==> src/rtl/rf_pkg.sv <==
// -----------------------------------------------------------------------------
// rf_pkg
// Shared constants and types for the 32x32 register file.
//   RF_DATA_WIDTH / RF_ADDR_WIDTH / RF_DEPTH : default geometry
//   RF_ZERO_ADDR                            : the hardwired-zero register
//   rf_data_t / rf_addr_t                   : word and address types
// -----------------------------------------------------------------------------
package rf_pkg;

    localparam int RF_DATA_WIDTH = 32;
    localparam int RF_ADDR_WIDTH = 5;
    localparam int RF_DEPTH      = 32;

    localparam logic [RF_ADDR_WIDTH-1:0] RF_ZERO_ADDR = 5'd0;

    typedef logic [RF_DATA_WIDTH-1:0] rf_data_t;
    typedef logic [RF_ADDR_WIDTH-1:0] rf_addr_t;

endpackage : rf_pkg

==> src/rtl/rf_word_reg.sv <==
// -----------------------------------------------------------------------------
// rf_word_reg
// One storage word of the register file: a register with a load enable and an
// asynchronous active-low clear.
// Ports:
//   clk   : rising-edge clock
//   rst_n : asynchronous active-low clear (word goes to zero)
//   load  : when 1, capture d at the next rising edge
//   d     : data in
//   q     : stored word
// -----------------------------------------------------------------------------
module rf_word_reg #(
    parameter int WIDTH = 32
) (
    input  logic             clk,
    input  logic             rst_n,
    input  logic             load,
    input  logic [WIDTH-1:0] d,
    output logic [WIDTH-1:0] q
);

    always_ff @(posedge clk or negedge rst_n) begin
        if (!rst_n) begin
            q <= '0;
        end else if (load) begin
            q <= d;
        end
    end

endmodule : rf_word_reg

==> src/rtl/register_file_32x32.sv <==
// -----------------------------------------------------------------------------
// register_file_32x32
// Register file between the ALU result bus and the ALU operand inputs.
// Two read ports with registered outputs, one write port, register 0 reads as
// zero and ignores writes.
//
// Optional feature (macro RF_WRITE_BYPASS_EN):
//   defined   : a read that hits the address being written on the same edge
//               returns the new write data (forwarding).
//   undefined : the same read returns the old stored value (read-before-write).
//   Storage behaviour is identical in both builds.
//
// Ports:
//   CLK     : rising-edge clock
//   RST     : asynchronous active-low reset (clears storage and read outputs)
//   READ    : capture both read ports into DATA_R1/DATA_R2 at the next edge
//   WRITE   : write DATA_W to ADDR_W at the next edge
//   ADDR_R1 : read port 1 address
//   ADDR_R2 : read port 2 address
//   ADDR_W  : write address
//   DATA_W  : write data
//   DATA_R1 : registered read data, port 1
//   DATA_R2 : registered read data, port 2
// -----------------------------------------------------------------------------
module register_file_32x32
    import rf_pkg::*;
#(
    parameter int DATA_WIDTH = 32,
    parameter int ADDR_WIDTH = 5
) (
    input  logic                  CLK,
    input  logic                  RST,
    input  logic                  READ,
    input  logic                  WRITE,
    input  logic [ADDR_WIDTH-1:0] ADDR_R1,
    input  logic [ADDR_WIDTH-1:0] ADDR_R2,
    input  logic [ADDR_WIDTH-1:0] ADDR_W,
    input  logic [DATA_WIDTH-1:0] DATA_W,
    output logic [DATA_WIDTH-1:0] DATA_R1,
    output logic [DATA_WIDTH-1:0] DATA_R2
);

    localparam int DEPTH = 1 << ADDR_WIDTH;
    localparam logic [ADDR_WIDTH-1:0] ZERO_ADDR = ADDR_WIDTH'(RF_ZERO_ADDR);

    logic [DATA_WIDTH-1:0] mem [DEPTH];
    logic [DATA_WIDTH-1:0] rd_data_1;
    logic [DATA_WIDTH-1:0] rd_data_2;

    // Register 0 is a constant, so there is no flop to disturb on a write to it.
    assign mem[0] = '0;

    for (genvar i = 1; i < DEPTH; i++) begin : g_word
        logic load;
        assign load = WRITE & (ADDR_W == ADDR_WIDTH'(i));

        rf_word_reg #(
            .WIDTH (DATA_WIDTH)
        ) u_word (
            .clk   (CLK),
            .rst_n (RST),
            .load  (load),
            .d     (DATA_W),
            .q     (mem[i])
        );
    end

    // Read muxes. Address 0 always yields mem[0] = 0; the bypass compare
    // excludes the zero address so forwarding can never leak write data there.
    always_comb begin
        rd_data_1 = mem[ADDR_R1];
        rd_data_2 = mem[ADDR_R2];
`ifdef RF_WRITE_BYPASS_EN
        if (WRITE && (ADDR_W != ZERO_ADDR)) begin
            if (ADDR_R1 == ADDR_W) begin
                rd_data_1 = DATA_W;
            end
            if (ADDR_R2 == ADDR_W) begin
                rd_data_2 = DATA_W;
            end
        end
`endif
    end

    always_ff @(posedge CLK or negedge RST) begin
        if (!RST) begin
            DATA_R1 <= '0;
            DATA_R2 <= '0;
        end else if (READ) begin
            DATA_R1 <= rd_data_1;
            DATA_R2 <= rd_data_2;
        end
    end

endmodule : register_file_32x32

==> config.mk <==
export PLATFORM = sky130hd
export DESIGN_NAME = register_file_32x32
export DESIGN_NICKNAME = d
export VERILOG_FILES = /design/src/rtl/rf_pkg.sv /design/src/rtl/rf_word_reg.sv /design/src/rtl/register_file_32x32.sv
export SDC_FILE = /design/constraint.sdc
export NUM_CORES = 2
export LEC_CHECK = 0
export CELL_PAD_IN_SITES_DETAIL_PLACEMENT = 1
export CELL_PAD_IN_SITES_GLOBAL_PLACEMENT = 2
export CORE_AREA = 2 2 480 339
export DETAILED_ROUTE_END_ITERATION = 16
export DIE_AREA = 0 0 482 341
export GPL_TIMING_DRIVEN = 0
export PLACE_DENSITY = 0.74
export SLEW_MARGIN = 40
export SYNTH_ARGS = -nofsm -noshare
export SYNTH_HDL_FRONTEND = slang
export SYNTH_SLANG_ARGS = --single-unit
==> constraint.sdc <==
create_clock -name CLK -period 1.4 [get_ports CLK]
set_input_delay 0.28 -clock CLK [delete_from_list [all_inputs] [get_ports CLK]]
set_output_delay 0.28 -clock CLK [all_outputs]
set_load 0.01 [all_outputs]
==> flow_summary.yaml <==
status:
  outcome: "complete, but fails checks"
  failed_checks: "hold timing, setup timing"
synthesis:
  synth_xor_xnor_area_share: 0
  netlist_area_um2: 55700
  synth_cell_types: 47
  ys.flop_type: "dfrtp_1"
  yosysWarnings: 0
  synth_top_area_share: 0.475
  synthesis.nets: 3953
  synth_top_family_by_area: "multiplexers"
  synth_commonest_cells: "mux2_2, dfrtp_1, mux4_2"
  yosys-top-cells-area: "dfrtp_1, mux2_2, mux4_2"
  synth_top_area_cell: "dfrtp_1"
  synth-compound-area-share: 0.0669
  synth_seq_cells: 1056
  synth_most_common_cell: "mux2_2"
  async_flop_share: 1.00
  synth_edf_count: 0
  synthAdderAreaFrac: 0
  yosys.area_share.simple: 0.0260
  muxShareOfSynthArea: 0.394
  syn_avg_cell_area_um2: 14.3
  seq_area_frac_synth: 0.475
  synthCells: 3902
drt:
  drt_iter0_drc: 4668
  wirelength_um: 251000
  ant_nets: 0
  detail_route.vias_per_cell: 6.25
  drt_first_pass_iters: 6
  via_count: 40500
  wl_per_cell_um: 38.7
  route.detailed.drc: 0
global_route:
  grt_pass1_wl_um: 346000
  grt_pass1_vias: 41700
  grt_max_degree: 106
  track_usage: 0.303
  antenna_found_initial: 13
  grt_overflow: 0
final_layout:
  synthToLayoutAreaGrowth_pct: 22.8
  layout-drive-gt1-share: 0.580
  fin_nets: 4312
  fin_cells: 6477
critical_path:
  endpoint_kind: "flop"
  timing.rr.end: "DATA_R1[13]"
  cp_num_buf_inv: 0
  r2r_slack_ns: -0.59
  critPathLaunchType: "flop"
  crit_family: "compound AO/OA/AOI/OAI gates"
  r2r_cells: 3
  rr_startpoint: "g_word[11].u_word.q[13]"
  crit_required_ns: 2.00
  slowest_stage: "a211oi_4"
  slowest_delay_ns: 0.75
  path_cells: "mux4_2 -> a211oi_4 -> o32ai_1"
  cp.arrival_ns: 2.59
  cp.depth: 3
  cp_max_fo: 2
  crit_type: "reg -> reg"
power_and_ir_drop:
  power_mw: 96.3
  ir_worst_vdd_mv: 0.991
  power_leakage_nw: 29.2
  power_density_nw_per_um2: 1410
floorplanning:
  die_y_um: 341
  die_area_um2: 164000
  fp.coreArea_um2: 160000
  start_util: 0.349
  io_pins: 115
  rows: 123
  die_w_um: 482
sta:
  setup_viol: 320
  tightestPinTransition_ns: 0.970
  final-hold-violation-count: 255
  hold_slack_ns: -0.539
  clock_skew_ns: 0.0246
  max_freq_mhz: 502
  drv_slew: 0
  setup_ws_ns: -0.591
  rsz0062_at_grt: "true"
  min_period_over_period: 1.42
  slew_headroom: 0.354
  period_needed_ns: 1.99
placed_design:
  port_buffers: 109
  hpwl_um: 172000
  place.detailed.instances: 6150
  place.gp.congestion: 0.950
  dp_slack_ns: -2.52
clocking:
  cts_buffers: 111
  clockBufferDepth: 3
  cts_tree: "built"
  clockRootBuffer: "clkbuf_16"
  htreeDepth: 3
  insertion_delay_ns: 0.77
  cts_sinks: 1056
  clkTransAtPathRegs_ns: 0.06
  hold_buffers: 2
run:
  drv_cap: 0
min_path:
  hp-class: "in -> async"
==> cells in the final DEF (no fill, tap or decap), types with 37 or more instances in the layout <==
cell / netlist / layout
a221o_1: 37 / 37
dfrtp_1: 1056 / 1029
o211ai_1: 37 / 37
nor2_1: 81 / 65
a22oi_2: 0 / 73
mux4_2: 355 / 355
mux2_2: 1084 / 973
nand2_1: 82 / 37
buf_6: 19 / 101
nor2b_1: 67 / 62
buf_4: 27 / 193
clkbuf_8: 0 / 48
clkbuf_2: 1 / 63
a21oi_2: 0 / 43
clkbuf_16: 0 / 116
mux2_4: 0 / 117
buf_2: 157 / 55
mux2i_1: 156 / 153
clkbuf_1: 193 / 112
o22ai_1: 49 / 49
==> where the power goes <==
part | switching, mW | internal (mW) | total, mW
Combinational | 11.4 | 12.6 | 24.0
Clock | 13.5 | 17.6 | 31.1
Sequential | 4.80 | 36.5 | 41.3
==> cell families after synthesis <==
kind of cell    Yosys count
compound gates          517
buf+inv                 424
flops                  1056
mux                    1612
simple gates            293
==> worst max-delay path by stage <==
stage	from	to
2_1_floorplan	ADDR_R1[0]	DATA_R1[27]
3_3_place_gp	RST	g_word[29].u_word.q[23]
3_5_place_dp	ADDR_R1[2]	DATA_R1[12]
4_1_cts	g_word[8].u_word.q[14]	DATA_R1[14]
5_1_grt	g_word[11].u_word.q[13]	DATA_R1[13]
6_report	g_word[11].u_word.q[13]	DATA_R1[13]
==> area by class of cell <==
type	count	area, µm²
diodes	5	12.5
plain buffers	413	3630
clock buffers	171	3270
clock inverters	28	374
fillers	16000	91400
inverters	6	25.0
multi-input cells	2422	29600
flip-flops and latches	1056	26500
well taps	2125	2660
repair buffers	251	2400
==> state kept, by name, indices dropped and copies added, names as in the netlist <==
name and flops:
DATA_R2 32, g_word.u_word.q 992, DATA_R1 32
==> through the flow <==
stage          setup TNS [ns]  cell area (µm²)   util
6_report               -34.94            68400  0.428
5_1_grt                -32.55            68400  0.428
4_1_cts                -28.63            67700  0.424
3_5_place_dp         -1631.71            61100  0.382
3_3_place_gp                -            60500  0.379
2_1_floorplan         -117.43            56800      -
==> per-layer routing <==
metal | share of wire | global-route usage | up-vias
li1 | - | - | 15700
met1 | 0.42 | 0.422 | 22100
met2 | 0.41 | 0.418 | 2105
met3 | 0.12 | 0.122 | 529
met4 | 0.045 | 0.117 | 6
met5 | 0.00016 | 0 | -
==> what timing repair did <==
action / in CTS / in global routing
endpoints found under the setup margin: 1116 / 536
endpoints found under the hold margin: 247 / 191
buffers inserted: 96 / 26
pin swaps: 131 / 59
resized for setup: 943 / 104
cloned: 0 / 2
Note: power is estimated with default switching activity, not from simulation.
